--- config.mk ---
export PLATFORM = sky130hd
export DESIGN_NAME = operand_decode_flat
export DESIGN_NICKNAME = d
export VERILOG_FILES = /design/src/rtl/operand_decode_if.sv /design/src/rtl/operand_decode.sv /design/src/flat_wrapper.sv
export SDC_FILE = /design/constraint.sdc
export NUM_CORES = 1
export LEC_CHECK = 0
export CORE_ASPECT_RATIO = 0.7
export CORE_MARGIN = 2
export CORE_UTILIZATION = 40
export CTS_CLUSTER_SIZE = 14
export DETAILED_ROUTE_END_ITERATION = 7
export HOLD_SLACK_MARGIN = 0.06
export PLACE_DENSITY_LB_ADDON = 0.08
export SYNTH_ARGS = -nofsm -noshare
export SYNTH_HDL_FRONTEND = slang
export SYNTH_SLANG_ARGS = --single-unit
--- constraint.sdc ---
create_clock -name i_clk -period 4.7 [get_ports i_clk]
set_input_delay 0.47 -clock i_clk [delete_from_list [all_inputs] [get_ports i_clk]]
set_output_delay 0.47 -clock i_clk [all_outputs]
set_load 0.01 [all_outputs]
--- src/rtl/operand_decode_if.sv ---
// Bundle between operand_decode and its neighbours: upstream handshake, register-file read port
// and the downstream handshake toward shift_unit. Names are as seen from operand_decode.
interface operand_decode_if;
  logic        i_valid;
  logic        o_ready;
  logic [31:0] i_instr;
  logic [31:0] i_pc;
  logic        i_carry;
  logic [3:0]  o_rf_addr;
  logic [31:0] i_rf_data;
  logic        o_valid;
  logic        i_ready;
  logic [31:0] o_op;
  logic [2:0]  o_type;
  logic [7:0]  o_amount;
  logic        o_carry;
  logic        o_undef;

  modport slave (
    input  i_valid, i_instr, i_pc, i_carry, i_rf_data, i_ready,
    output o_ready, o_rf_addr, o_valid, o_op, o_type, o_amount, o_carry, o_undef
  );

  modport master (
    output i_valid, i_instr, i_pc, i_carry, i_rf_data, i_ready,
    input  o_ready, o_rf_addr, o_valid, o_op, o_type, o_amount, o_carry, o_undef
  );
endinterface

--- src/rtl/operand_decode.sv ---
// Decodes the shifter operand of an ARM data-processing instruction for shift_unit.
// Define REG_SHIFT_EN to support register-specified shifts; otherwise those forms flag o_undef.
//
// state | meaning
// IDLE  | ready for a new instruction, rf address follows i_instr[3:0]
// RD_RM | Rm read data arriving, rf address presents Rs
// RD_RS | Rs read data arriving (shift amount), REG_SHIFT_EN only
// OUT   | decoded operand valid, wait for i_ready
module operand_decode (
  input  logic i_clk,
  input  logic i_rst,
  input  logic i_flush,
  operand_decode_if.slave bus
);

  typedef enum logic [1:0] {S_IDLE, S_RD_RM, S_RD_RS, S_OUT} state_e;

  localparam logic [2:0] T_LSL = 3'd0;
  localparam logic [2:0] T_LSR = 3'd1;
  localparam logic [2:0] T_ASR = 3'd2;
  localparam logic [2:0] T_ROR = 3'd3;
  localparam logic [2:0] T_RRX = 3'd4;
  localparam logic [2:0] T_BYP = 3'd7;

  state_e      state_q, state_d;
  logic [11:0] instr_q, instr_d;
  logic [31:0] pc_q, pc_d;
  logic [31:0] op_q, op_d;
  logic [2:0]  type_q, type_d;
  logic [7:0]  amount_q, amount_d;
  logic        carry_q, carry_d;
  logic        undef_q, undef_d;
  logic [3:0]  rf_addr_q;
  logic [3:0]  rf_addr;
  logic        ready;
  logic        valid;
  logic        accept;
  logic [31:0] rm_val;
  logic [1:0]  sh;
  logic [4:0]  imm_n;
  logic [3:0]  rot;
  logic        unused_instr;

  assign unused_instr = ^{bus.i_instr[31:26], bus.i_instr[24:12]};

  assign accept = (state_q == S_IDLE) && bus.i_valid && !i_flush;
  assign sh     = instr_q[6:5];
  assign imm_n  = instr_q[11:7];
  assign rot    = bus.i_instr[11:8];
  // PC reads as +8, or +12 when a register-specified shift costs the extra cycle
  assign rm_val = (instr_q[3:0] == 4'hF) ? (pc_q + (instr_q[4] ? 32'd12 : 32'd8)) : bus.i_rf_data;

  always_ff @(posedge i_clk) begin
    if (i_rst) begin
      state_q <= S_IDLE;
    end else begin
      state_q <= state_d;
    end
  end

  always_comb begin
    state_d = state_q;
    if (i_flush) begin
      state_d = S_IDLE;
    end else begin
      case (state_q)
        S_IDLE: if (bus.i_valid) state_d = bus.i_instr[25] ? S_OUT : S_RD_RM;
`ifdef REG_SHIFT_EN
        S_RD_RM: state_d = instr_q[4] ? S_RD_RS : S_OUT;
        S_RD_RS: state_d = S_OUT;
`else
        S_RD_RM: state_d = S_OUT;
`endif
        S_OUT:  if (bus.i_ready) state_d = S_IDLE;
        default: state_d = S_IDLE;
      endcase
    end
  end

  always_comb begin
    ready   = (state_q == S_IDLE);
    valid   = (state_q == S_OUT);
    rf_addr = rf_addr_q;
    case (state_q)
      S_IDLE:  rf_addr = bus.i_instr[3:0];
      S_RD_RM: rf_addr = instr_q[11:8];
      default: rf_addr = rf_addr_q;
    endcase
  end

  always_comb begin
    instr_d  = instr_q;
    pc_d     = pc_q;
    op_d     = op_q;
    type_d   = type_q;
    amount_d = amount_q;
    carry_d  = carry_q;
    undef_d  = undef_q;
    if (accept) begin
      instr_d = bus.i_instr[11:0];
      pc_d    = bus.i_pc;
      carry_d = bus.i_carry;
      undef_d = 1'b0;
      if (bus.i_instr[25]) begin
        op_d = {24'b0, bus.i_instr[7:0]};
        if (rot == 4'd0) begin
          type_d   = T_BYP;
          amount_d = 8'd0;
        end else begin
          type_d   = T_ROR;
          amount_d = {3'b0, rot, 1'b0};
        end
      end
    end else if (state_q == S_RD_RM && !i_flush) begin
      op_d = rm_val;
      if (!instr_q[4]) begin
        // zero immediate amounts encode the 32-bit and RRX variants
        if (imm_n == 5'd0) begin
          case (sh)
            2'd0: begin type_d = T_BYP; amount_d = 8'd0;  end
            2'd1: begin type_d = T_LSR; amount_d = 8'd32; end
            2'd2: begin type_d = T_ASR; amount_d = 8'd32; end
            default: begin type_d = T_RRX; amount_d = 8'd0; end
          endcase
        end else begin
          type_d   = {1'b0, sh};
          amount_d = {3'b0, imm_n};
        end
      end else begin
`ifndef REG_SHIFT_EN
        undef_d  = 1'b1;
        type_d   = T_BYP;
        amount_d = 8'd0;
`endif
      end
    end
`ifdef REG_SHIFT_EN
    else if (state_q == S_RD_RS && !i_flush) begin
      if (bus.i_rf_data[7:0] == 8'd0) begin
        type_d   = T_BYP;
        amount_d = 8'd0;
      end else begin
        type_d   = {1'b0, sh};
        amount_d = bus.i_rf_data[7:0];
      end
    end
`endif
  end

  always_ff @(posedge i_clk) begin
    if (i_rst) begin
      instr_q   <= '0;
      pc_q      <= '0;
      op_q      <= '0;
      type_q    <= T_BYP;
      amount_q  <= '0;
      carry_q   <= 1'b0;
      undef_q   <= 1'b0;
      rf_addr_q <= '0;
    end else begin
      instr_q   <= instr_d;
      pc_q      <= pc_d;
      op_q      <= op_d;
      type_q    <= type_d;
      amount_q  <= amount_d;
      carry_q   <= carry_d;
      undef_q   <= undef_d;
      rf_addr_q <= rf_addr;
    end
  end

  assign bus.o_ready   = ready;
  assign bus.o_valid   = valid;
  assign bus.o_rf_addr = rf_addr;
  assign bus.o_op      = op_q;
  assign bus.o_type    = type_q;
  assign bus.o_amount  = amount_q;
  assign bus.o_carry   = carry_q;
  assign bus.o_undef   = undef_q;

endmodule

--- src/flat_wrapper.sv ---
// flat-port wrapper written by rule: the top's interface ports become plain ports
module operand_decode_flat 
  (i_clk, i_rst, i_flush, bus_i_valid, bus_i_instr, bus_i_pc, bus_i_carry, bus_i_rf_data, bus_i_ready, bus_o_ready, bus_o_rf_addr, bus_o_valid, bus_o_op, bus_o_type, bus_o_amount, bus_o_carry, bus_o_undef);
  operand_decode_if bus_i ();
  input  logic i_clk;
  input  logic i_rst;
  input  logic i_flush;
  input wire logic [$bits(bus_i.i_valid)-1:0] bus_i_valid;
  input wire logic [$bits(bus_i.i_instr)-1:0] bus_i_instr;
  input wire logic [$bits(bus_i.i_pc)-1:0] bus_i_pc;
  input wire logic [$bits(bus_i.i_carry)-1:0] bus_i_carry;
  input wire logic [$bits(bus_i.i_rf_data)-1:0] bus_i_rf_data;
  input wire logic [$bits(bus_i.i_ready)-1:0] bus_i_ready;
  output wire logic [$bits(bus_i.o_ready)-1:0] bus_o_ready;
  output wire logic [$bits(bus_i.o_rf_addr)-1:0] bus_o_rf_addr;
  output wire logic [$bits(bus_i.o_valid)-1:0] bus_o_valid;
  output wire logic [$bits(bus_i.o_op)-1:0] bus_o_op;
  output wire logic [$bits(bus_i.o_type)-1:0] bus_o_type;
  output wire logic [$bits(bus_i.o_amount)-1:0] bus_o_amount;
  output wire logic [$bits(bus_i.o_carry)-1:0] bus_o_carry;
  output wire logic [$bits(bus_i.o_undef)-1:0] bus_o_undef;
  assign bus_i.i_valid = bus_i_valid;
  assign bus_i.i_instr = bus_i_instr;
  assign bus_i.i_pc = bus_i_pc;
  assign bus_i.i_carry = bus_i_carry;
  assign bus_i.i_rf_data = bus_i_rf_data;
  assign bus_i.i_ready = bus_i_ready;
  assign bus_o_ready = bus_i.o_ready;
  assign bus_o_rf_addr = bus_i.o_rf_addr;
  assign bus_o_valid = bus_i.o_valid;
  assign bus_o_op = bus_i.o_op;
  assign bus_o_type = bus_i.o_type;
  assign bus_o_amount = bus_i.o_amount;
  assign bus_o_carry = bus_i.o_carry;
  assign bus_o_undef = bus_i.o_undef;
  operand_decode u_core (.i_clk(i_clk), .i_rst(i_rst), .i_flush(i_flush), .bus(bus_i));
endmodule
==> flow_metrics.env <==
export IMPL_synth_top_flop_cell="dfxtp_1"
export IMPL_crit_fanout=26
export IMPL_die_height_microns=90.90
export IMPL_synth_cell_types=50
export IMPL_path_clk_slew_ns=0.07
export IMPL_crit_path_end_kind="flip-flop"
export IMPL_synth_top_family_by_area="simple AND/OR/NAND/NOR gates"
export IMPL_power_total_mw=1.971
export IMPL_ys_seq_elements=93
export IMPL_die_w_microns=128.1
export IMPL_status="complete, no violations"
export IMPL_worst_slack_ns=2.054
export IMPL_fin_crit_ns=2.646
export IMPL_tightest_slew_ns=1.117
export IMPL_clk_root_buffer_cell="clkbuf_16"
export IMPL_p_per_area_nw_per_um2=326.9
export IMPL_h_tree_depth=3
export IMPL_synthMuxAreaShare=0.02117
export IMPL_hold_path_class="flip-flop to flip-flop"
export IMPL_dieArea_sq_um=11650
export IMPL_drt_iter0_drc=342
export IMPL_cts_tree="done"
export IMPL_clockBufferDepth=2
export IMPL_skew_ns=0.007332
export IMPL_final_antenna_net_count=0
export IMPL_avgSynthCellArea_sq_um=8.066
export IMPL_route_detailed_drc=0
export IMPL_hold_viol=0
export IMPL_synth_edf_count=0
export IMPL_ys_seq_area_frac=0.4314
export IMPL_grt_use_total=0.2329
export IMPL_startpoint="u_core.instr_q[3]"
export IMPL_setup_viol=0
export IMPL_synthArstFlopShare=0
export IMPL_fin_tns_setup_ns=0
export IMPL_cpPeakStageDelay_ns=0.97
export IMPL_wl_per_cell_microns=17.31
export IMPL_synth_warning_count=0
export IMPL_period_share=0.5629
export IMPL_grt_first_pass_wirelength_microns=21200
export IMPL_crit_top_cell="nand2_1"
export IMPL_maxCapViolCount=0
export IMPL_path_delay_family="simple AND/OR/NAND/NOR gates"
export IMPL_worstSkewPairLatency_ns=0.35
export IMPL_cts_sinks=93
export IMPL_grt_overflow_total=0
export IMPL_grt_pass1_vias=3972
export IMPL_final_common_cell="clkdlybuf4s50_1"
export IMPL_p_leak_nw=2.165
export IMPL_cp_required_ns=4.99
export IMPL_hp_start="u_core.bus.o_amount[5]"
export IMPL_cp_start_kind="flip-flop"
export IMPL_dp_cells=766
export IMPL_numCtsBuffers=9
export IMPL_antenna_cells=0
export IMPL_synthAdderAreaFrac=0.005799
export IMPL_report_final_slew_viol_count=0
export IMPL_avgViaCountPerCell=5.532
export IMPL_peakVddDrop_mv=0.1849
export IMPL_hold_ws_ns=0.4553
export IMPL_final_net_count=749
export IMPL_cp_buffers_inverters=0
export IMPL_hold_buffers=0
export IMPL_rows=31
export IMPL_synthSimpleGateAreaFrac=0.2412
export IMPL_synth_cells=535
export IMPL_dp_hpwl_microns=9293
export IMPL_crit_chain="and4_1 -> nand2_1 -> or4_1 -> nand2_1"
export IMPL_area_growth_pct=39.72
export IMPL_synthesis_area_sq_um=4315
export IMPL_grt_max_degree=73
export IMPL_drive_gt1_frac=0.05846
export IMPL_core_area_sq_um=10430
export IMPL_reg2reg_from="u_core.instr_q[3]"
export IMPL_finalWirelength_microns=13540
export IMPL_critPathKind="flip-flop to flip-flop"
export IMPL_final_cell_mix="clkdlybuf4s50_1 (130), nand2_1 (125), dfxtp_1 (93), a21oi_1 (68), o21ai_0 (36)"
export IMPL_detailedPlace_worstSlack_ns=2.080
export IMPL_synth_compound_area_frac=0.2070
export IMPL_cp_arrival_ns=2.93
export IMPL_fmax_mhz=378.0
export IMPL_max_slew_margin=0.2553
export IMPL_slowest_stage="and4_1"
export IMPL_rsz0062_at_grt="false"
export IMPL_gp_congestion=0.8176
export IMPL_synth_xor_area_frac=0.04668
export IMPL_via_count=4326
export IMPL_start_util=0.4136
export IMPL_antenna_found_initial=0
export IMPL_io_buffers=131
export IMPL_cts_resized=0
export IMPL_io_pins=153
export IMPL_finalNonFillerCells=782
export IMPL_dr_pass1_iters=5
export IMPL_cts_setup_buffers=0
path summary, 6_finish.rpt:
path | endpoint | slack [ns] | cells after the start
min | u_core.bus.o_amount[5] | 0.46 | 2
min reg2reg | u_core.bus.o_amount[5] | 0.46 | 2
max | u_core.bus.o_op[17] | 2.05 | 4
max reg2reg | u_core.bus.o_op[17] | 2.05 | 4
kinds of logic after synthesis:
family,after synthesis
flops,93
fa+ha+maj,2
buf+inv,46
other cells,1
xor+xnor,23
simple gates,213
compound gates,148
mux,9
per-stage QoR:
step | cell area (sq um) | utilization
global placement | 5674 | 0.5438
floorplan | 4319 | -
finish | 6030 | 0.5779
detailed placement | 5674 | 0.5438
CTS | 6030 | 0.5779
global route | 6030 | 0.5779
layer usage:
metal | track usage | up-vias | wire length, microns
met3 | 0.06161 | 12 | 1031
met5 | 0 | - | 0
li1 | - | 2108 | -
met1 | 0.3386 | 2030 | 6529
met4 | 0.05952 | 0 | 143
met2 | 0.3400 | 176 | 5836
worst reg2reg max path, delay by kind of cell (launching register included):
kind	cells	cell delay, ns
flip-flops	1	0.36
AND/OR/NAND/NOR	4	2.23
Yosys cell counts, types with 2 or more instances:
cell type	n	area, sq um
ha_1	2	25.02
a211o_1	2	17.52
xnor2_1	5	43.79
or3_1	2	12.51
a22o_1	3	26.28
mux2i_1	8	80.08
nor4_1	2	12.51
clkbuf_1	29	108.9
nor2_1	24	90.09
nor4b_4	2	47.55
o21ai_0	36	180.2
or4b_1	2	20.02
nor2b_1	4	25.02
and3_1	4	25.02
o21a_1	2	15.01
a31oi_1	2	12.51
buf_4	2	15.01
a221oi_2	3	45.04
nand4_1	12	75.07
a311oi_1	6	52.55
buf_2	8	40.04
nand3_1	13	65.06
dfxtp_1	93	1862
o211ai_1	5	37.54
or4_1	2	15.01
a21oi_1	68	340.3
xor2_1	18	157.7
a221oi_1	4	35.03
inv_1	6	22.52
a22oi_1	12	90.09
and2_1	3	18.77
nor3_1	6	30.03
and4_1	4	35.03
nand2_1	125	469.2
state kept, by name, summed over array words and instances (netlist names):
signal / cells
u_core.bus.o_op: 32
u_core.instr_q: 12
u_core.state_q: 2
u_core.bus.o_type: 3
u_core.rf_addr_q: 4
u_core.bus.o_amount: 6
u_core.bus.o_carry: 1
u_core.pc_q: 32
u_core.bus.o_undef: 1
final cells by class:
cell class | count | area [sq um]
Fill cell | 963 | 4404
Clock inverter | 6 | 116.4
Timing Repair Buffer | 138 | 1359
Tap cell | 132 | 165.2
Clock buffer | 10 | 239.0
Sequential cell | 93 | 1862
Multi-Input combinational cell | 397 | 2266
Inverter | 6 | 22.52
power by group:
part           internal, mW  switching [mW]
logic                 0.134           0.114
registers             0.822          0.0349
clock network         0.540           0.326
Power figures use the tool's default switching activity.
